### src/rtl/rv32i_mem_arbiter.sv
// rv32i_mem_arbiter: merges the core's I and D ports onto one req/ack bus.
// Data requests win; one transaction outstanding; read data held per port.
module rv32i_mem_arbiter (
  input  logic        clk,
  input  logic        rst,
  input  logic [31:0] mem_i_addr,
  input  logic        mem_i_rstrb,
  output logic [31:0] mem_i_rdata,
  output logic        mem_i_rbusy,
  input  logic [31:0] mem_d_addr,
  input  logic [31:0] mem_d_wdata,
  input  logic [3:0]  mem_d_wmask,
  input  logic        mem_d_wstrb,
  input  logic        mem_d_rstrb,
  output logic [31:0] mem_d_rdata,
  output logic        mem_d_rbusy,
  output logic        mem_d_wbusy,
  output logic        bus_req,
  output logic        bus_we,
  output logic [31:0] bus_addr,
  output logic [31:0] bus_wdata,
  output logic [3:0]  bus_wmask,
  input  logic        bus_ack,
  input  logic [31:0] bus_rdata
);

  typedef enum logic [1:0] {
    IDLE,
    BUS_I,
    BUS_D
  } state_e;

  state_e      state_q, state_d;
  logic        bus_req_q, bus_req_d;
  logic        bus_we_q, bus_we_d;
  logic [31:0] bus_addr_q, bus_addr_d;
  logic [31:0] bus_wdata_q, bus_wdata_d;
  logic [3:0]  bus_wmask_q, bus_wmask_d;
  logic        pend_i_q, pend_i_d;
  logic        pend_d_q, pend_d_d;
  logic [31:0] i_addr_q, i_addr_d;
  logic [31:0] d_addr_q, d_addr_d;
  logic [31:0] d_wdata_q, d_wdata_d;
  logic [3:0]  d_wmask_q, d_wmask_d;
  logic        d_we_q, d_we_d;
  logic [31:0] i_rdata_q, i_rdata_d;
  logic [31:0] d_rdata_q, d_rdata_d;

  logic ack_i, ack_d;
  logic new_i, new_d;
  logic req_i, req_d;
  logic launch;
  logic sel_we;

  assign ack_i = bus_ack & (state_q == BUS_I);
  assign ack_d = bus_ack & (state_q == BUS_D);

  // A port's own strobe during its ack cycle is not new: pend is still set.
  assign new_i = mem_i_rstrb & ~pend_i_q;
  assign new_d = (mem_d_wstrb | mem_d_rstrb) & ~pend_d_q;

  assign req_i = (pend_i_q & ~ack_i) | new_i;
  assign req_d = (pend_d_q & ~ack_d) | new_d;

  assign launch = (state_q == IDLE) | ack_i | ack_d;
  assign sel_we = new_d ? mem_d_wstrb : d_we_q;

  assign mem_i_rbusy = (mem_i_rstrb | pend_i_q) & ~ack_i;
  assign mem_d_rbusy = ((mem_d_rstrb & ~mem_d_wstrb)
                       | (pend_d_q & ~d_we_q)) & ~ack_d;
  assign mem_d_wbusy = (mem_d_wstrb | (pend_d_q & d_we_q)) & ~ack_d;

  assign mem_i_rdata = i_rdata_q;
  assign mem_d_rdata = d_rdata_q;
  assign bus_req     = bus_req_q;
  assign bus_we      = bus_we_q;
  assign bus_addr    = bus_addr_q;
  assign bus_wdata   = bus_wdata_q;
  assign bus_wmask   = bus_wmask_q;

  always_comb begin
    state_d     = state_q;
    bus_req_d   = bus_req_q;
    bus_we_d    = bus_we_q;
    bus_addr_d  = bus_addr_q;
    bus_wdata_d = bus_wdata_q;
    bus_wmask_d = bus_wmask_q;
    pend_i_d    = pend_i_q;
    pend_d_d    = pend_d_q;
    i_addr_d    = i_addr_q;
    d_addr_d    = d_addr_q;
    d_wdata_d   = d_wdata_q;
    d_wmask_d   = d_wmask_q;
    d_we_d      = d_we_q;
    i_rdata_d   = i_rdata_q;
    d_rdata_d   = d_rdata_q;

    if (new_i) begin
      pend_i_d = 1'b1;
      i_addr_d = mem_i_addr;
    end else if (ack_i) begin
      pend_i_d = 1'b0;
    end

    if (new_d) begin
      pend_d_d  = 1'b1;
      d_addr_d  = mem_d_addr;
      d_wdata_d = mem_d_wdata;
      d_wmask_d = mem_d_wmask;
      d_we_d    = mem_d_wstrb;
    end else if (ack_d) begin
      pend_d_d = 1'b0;
    end

    if (ack_i)
      i_rdata_d = bus_rdata;
    if (ack_d && !bus_we_q)
      d_rdata_d = bus_rdata;

    if (launch) begin
      if (req_d) begin
        state_d     = BUS_D;
        bus_req_d   = 1'b1;
        bus_we_d    = sel_we;
        bus_addr_d  = new_d ? mem_d_addr : d_addr_q;
        bus_wdata_d = new_d ? mem_d_wdata : d_wdata_q;
        bus_wmask_d = !sel_we ? 4'hF
                    : (new_d ? mem_d_wmask : d_wmask_q);
      end else if (req_i) begin
        state_d     = BUS_I;
        bus_req_d   = 1'b1;
        bus_we_d    = 1'b0;
        bus_addr_d  = new_i ? mem_i_addr : i_addr_q;
        bus_wdata_d = 32'h0;
        bus_wmask_d = 4'hF;
      end else begin
        state_d   = IDLE;
        bus_req_d = 1'b0;
      end
    end
  end

  always_ff @(posedge clk) begin
    if (rst) begin
      state_q     <= IDLE;
      bus_req_q   <= 1'b0;
      bus_we_q    <= 1'b0;
      bus_addr_q  <= 32'h0;
      bus_wdata_q <= 32'h0;
      bus_wmask_q <= 4'h0;
      pend_i_q    <= 1'b0;
      pend_d_q    <= 1'b0;
      i_addr_q    <= 32'h0;
      d_addr_q    <= 32'h0;
      d_wdata_q   <= 32'h0;
      d_wmask_q   <= 4'h0;
      d_we_q      <= 1'b0;
      i_rdata_q   <= 32'h0;
      d_rdata_q   <= 32'h0;
    end else begin
      state_q     <= state_d;
      bus_req_q   <= bus_req_d;
      bus_we_q    <= bus_we_d;
      bus_addr_q  <= bus_addr_d;
      bus_wdata_q <= bus_wdata_d;
      bus_wmask_q <= bus_wmask_d;
      pend_i_q    <= pend_i_d;
      pend_d_q    <= pend_d_d;
      i_addr_q    <= i_addr_d;
      d_addr_q    <= d_addr_d;
      d_wdata_q   <= d_wdata_d;
      d_wmask_q   <= d_wmask_d;
      d_we_q      <= d_we_d;
      i_rdata_q   <= i_rdata_d;
      d_rdata_q   <= d_rdata_d;
    end
  end

endmodule

### config.mk
export PLATFORM = sky130hd
export DESIGN_NAME = rv32i_mem_arbiter
export DESIGN_NICKNAME = d
export VERILOG_FILES = /design/src/rtl/rv32i_mem_arbiter.sv
export SDC_FILE = /design/constraint.sdc
export NUM_CORES = 1
export LEC_CHECK = 0
export ABC_AREA = 1
export BUFFER_PORTS_ARGS = -buffer_cell sky130_fd_sc_hd__clkbuf_2
export CAP_MARGIN = 40
export CORE_UTILIZATION = 42
export DETAILED_ROUTE_END_ITERATION = 12
export GPL_TIMING_DRIVEN = 1
export MAX_ROUTING_LAYER = met4
export PLACE_DENSITY = 0.67
export RECOVER_POWER = 100
export SETUP_SLACK_MARGIN = 0.05
export SYNTH_ARGS = -nofsm -noshare
export SYNTH_HDL_FRONTEND = slang
export SYNTH_SLANG_ARGS = --single-unit
export TNS_END_PERCENT = 5
### constraint.sdc
create_clock -name clk -period 1.6 [get_ports clk]
set_clock_uncertainty 0.2 [all_clocks]
set_input_delay 0.08 -clock clk [delete_from_list [all_inputs] [get_ports clk]]
set_output_delay 0.08 -clock clk [all_outputs]
set_load 0.02 [all_outputs]
==> run_results.csv <==
group,metric,value,unit
status,status,"complete, but fails checks",
status,violations,"hold timing, setup timing",
global_routing,grt_max_degree,79,
floorplan,die_w,151,um
placed_design,place_ws,-26.5,ps
final_layout,drive_above_1_share,23.6,%
pwr,irDropWorstVdd,859,uV
sta,setup_viol,51,
sta,finalHoldViolations,2,
logic_synthesis,synthTopCellsByArea,"dfxtp_1, nand2_1, nor2_1, o21ai_0, inv_1",
pwr,seqPwrFrac,39.3,%
logic_synthesis,avgSynthCellArea,7.36,sq um
sta,finalCriticalPeriod,1670,ps
final_layout,final_cell_area,0.0141,sq mm
clock_network,ctsHoldBuffers,137,
sta,worstMarginPinSlew,774,ps
placed_design,dpl-instance-area,0.0113,sq mm
pwr,cellPowerDensity,1240,mW/mm^2
logic_synthesis,yosysMostFrequentCell,"nand2_1",
routing,wl_per_cell,14.6,um
routing,drcViolationCount,0,
clock_network,cts_sinks,239,
floorplan,die_y,151,um
routing,num_vias,9609,
placed_design,gp_congestion,0.799,
logic_synthesis,synth_ff_type,"dfxtp_1",
job,drv_cap,0,
global_routing,gr-total-overflow,0,
critical_path,arrival,1880,ps
sta,fmax,0.599,GHz
critical_path,crit_required,1810,ps
logic_synthesis,syn_nets,1411,
logic_synthesis,ys_types,28,
logic_synthesis,yosys_warnings,0,
critical_path,cp-end-kind,"flip-flop",
clock_network,cts_buffer_depth,3,
final_layout,nets,1834,
sta,fin_ws,-69.4,ps
routing,ant_nets,0,
sta,rsz0062_at_grt,"yes",
clock_network,insertion_delay,520,ps
global_routing,antenna_found_initial,1,
routing,vias_per_cell,4.81,
clock_network,cts_buffers,26,
global_routing,gr-usage-all-layers,24.4,%
sta,relSlewSlack,48.4,%
floorplan,core-area,0.0218,sq mm
routing,firstDrtPassIters,5,
logic_synthesis,netlist.area_leader.share,51.0,%
logic_synthesis,synth.yosys.seq_area_share,51.0,%
sta,period_share,104,%
logic_synthesis,synth-edff-count,0,
floorplan,rows,54,
routing,drt_iter0_drc,504,
sta,slew_violations,0,
logic_synthesis,yosysTopAreaCell,"dfxtp_1",
floorplan,num_io_pins,275,
final_layout,fillers,1887,
clock_network,cts-root-buf,"clkbuf_16",
pwr,switching_share,30.2,%
final_layout,final_util,64.6,%
placed_design,dp_hpwl,17100,um
pwr,p_sw,0.00528,W
logic_synthesis,synthArstFlopShare,0,%
clock_network,clk_pin_slew,60,ps
logic_synthesis,netlist_top_cells_count,"nand2_1, nor2_1, dfxtp_1",
pwr,clkPwrFrac,36.1,%
logic_synthesis,ys_ff_latch,239,
floorplan,die_area,0.0229,sq mm
critical_path,worstSetupStartpointType,"flip-flop",
global_routing,grt_pass1_vias,8924,
logic_synthesis,syn_inst,1273,
routing,routed_wl,29100,um
clock_network,cts_tree,"built",
placed_design,io_buffers,274,
sta,whs,-108,ps
critical_path,cp_max_fo,7,
final_layout,syn_to_final_growth,50.3,%
logic_synthesis,syn_area,0.00937,sq mm
global_routing,grt_pass1_wl,43500,um
clock_network,htree_num_levels,1,
pwr,p_int,0.0122,W
critical_path,crit_type,"reg -> reg",
floorplan,initial_utilization,43.0,%
pwr,combinationalPowerShare,24.6,%
worst_hold_path,hold_path_class,"in -> reg",
pwr,leakage,6.60,nW
[critical path, cell delays in order, from the launching register on]
cell	delay [ps]
dfxtp_2	360
inv_4	60
nand3_4	70
nand2_1	80
nand2_2	110
nand2_2	90
nand2_4	140
clkinv_8	120
clkbuf_16	190
nor2_2	100
nor2_1	50
[cells by family (layout without fill, tap and decap cells)]
| logic type | after synthesis | in the layout | synth area share [%] |
|---|---|---|---|
| other | 0 | 1 | 0 |
| buffers and inverters | 168 | 610 | 8.13 |
| DFF | 239 | 239 | 51.0 |
| and+or+nand+nor | 659 | 659 | 28.8 |
| AOI/OAI and AO/OA | 207 | 207 | 12.0 |
[flip-flops by register name, summed over array words and instances (netlist names), 2 cells and up]
name / count
d_wmask_q: 4
state_q: 2
i_addr_q: 32
bus_wmask: 4
d_wdata_q: 32
bus_addr: 32
mem_i_rdata: 32
d_addr_q: 32
mem_d_rdata: 32
bus_wdata: 32
[power by group through the flow]
| stage | Clock, W | Sequential (W) | Combinational, W |
|---|---|---|---|
| final | 0.00632 | 0.00687 | 0.00431 |
| after detailed placement | 0 | 0.00697 | 0.00352 |
| after global placement | 0 | 0.00696 | 0.00348 |
| after CTS | 0.00642 | 0.00686 | 0.00401 |
| after floorplan | 0 | 0.00741 | 0.00175 |
| after global routing | 0.00664 | 0.00693 | 0.00470 |
[layer usage]
layer / GRT usage (%) / routed length [um]
met1: 29.8 / 12400
met2: 40.7 / 14100
met3: 4.10 / 1850
met4: 7.80 / 720
met5: - / 0
[final cells by class]
class | instances | area, sq um | share of cell area, %
Antenna cell | 1 | 2.50 | 0.0178
Clock buffer | 33 | 728 | 5.17
Clock inverter | 14 | 175 | 1.24
Inverter | 87 | 378 | 2.68
Multi-Input combinational cell | 866 | 4100 | 29.1
Sequential cell | 239 | 4790 | 34.0
Tap cell | 280 | 350 | 2.49
Timing Repair Buffer | 476 | 3560 | 25.3
[repair_timing]
item / in CTS / in global routing
resized for setup: 77 / 81
hold endpoints to repair: 239 / 2
cloned: 2 / 5
endpoints found under the setup margin: 92 / 147
pin swaps: 17 / 21
buffers inserted: 5 / 4
[cell usage in the layout (no fill, tap or decap), drive strengths merged]
| cell | netlist | layout |
|---|---|---|
| clkinvlp | 0 | 2 |
| a21oi | 52 | 52 |
| inv | 87 | 86 |
| nand3b | 1 | 1 |
| o21ai | 123 | 123 |
| nand2 | 324 | 324 |
| o21a | 32 | 32 |
| nand3 | 25 | 25 |
| clkinv | 0 | 9 |
| dfxtp | 239 | 239 |
| diode | 0 | 1 |
| dlygate4sd3 | 0 | 136 |
| nor2 | 241 | 241 |
| bufinv | 0 | 4 |
| and3 | 17 | 17 |
| or2 | 34 | 34 |
| buf | 46 | 64 |
| clkbuf | 35 | 307 |
| nand4 | 17 | 17 |
| bufbuf | 0 | 1 |
| dlymetal6s4s | 0 | 1 |
[worst paths after layout]
path	from	endpoint	slack, ps	cells past startpoint
worst min-delay path	bus_ack	state_q[0]$_SDFFE_PP0P_	-110	5
worst min register to register	bus_wdata[26]$_SDFFE_PP0P_	bus_wdata[26]$_SDFFE_PP0P_	260	2
worst max register to register	state_q[0]$_SDFFE_PP0P_	bus_addr[4]$_SDFFE_PP0P_	-70	10
worst max-delay path	state_q[0]$_SDFFE_PP0P_	bus_addr[4]$_SDFFE_PP0P_	-70	10
[metrics by stage]
step	instances	setup TNS (ps)	power, W	hold WS, ps
after floorplan	1273	0	0.00916	14.9
after global placement	1795	-57.6	0.0104	122
after detailed placement	1795	-286	0.0105	126
after CTS	1986	-787	0.0173	-265
after global routing	1996	-8690	0.0183	-63.1
final	1996	-2220	0.0175	-108
(Power assumes the default switching activity.)
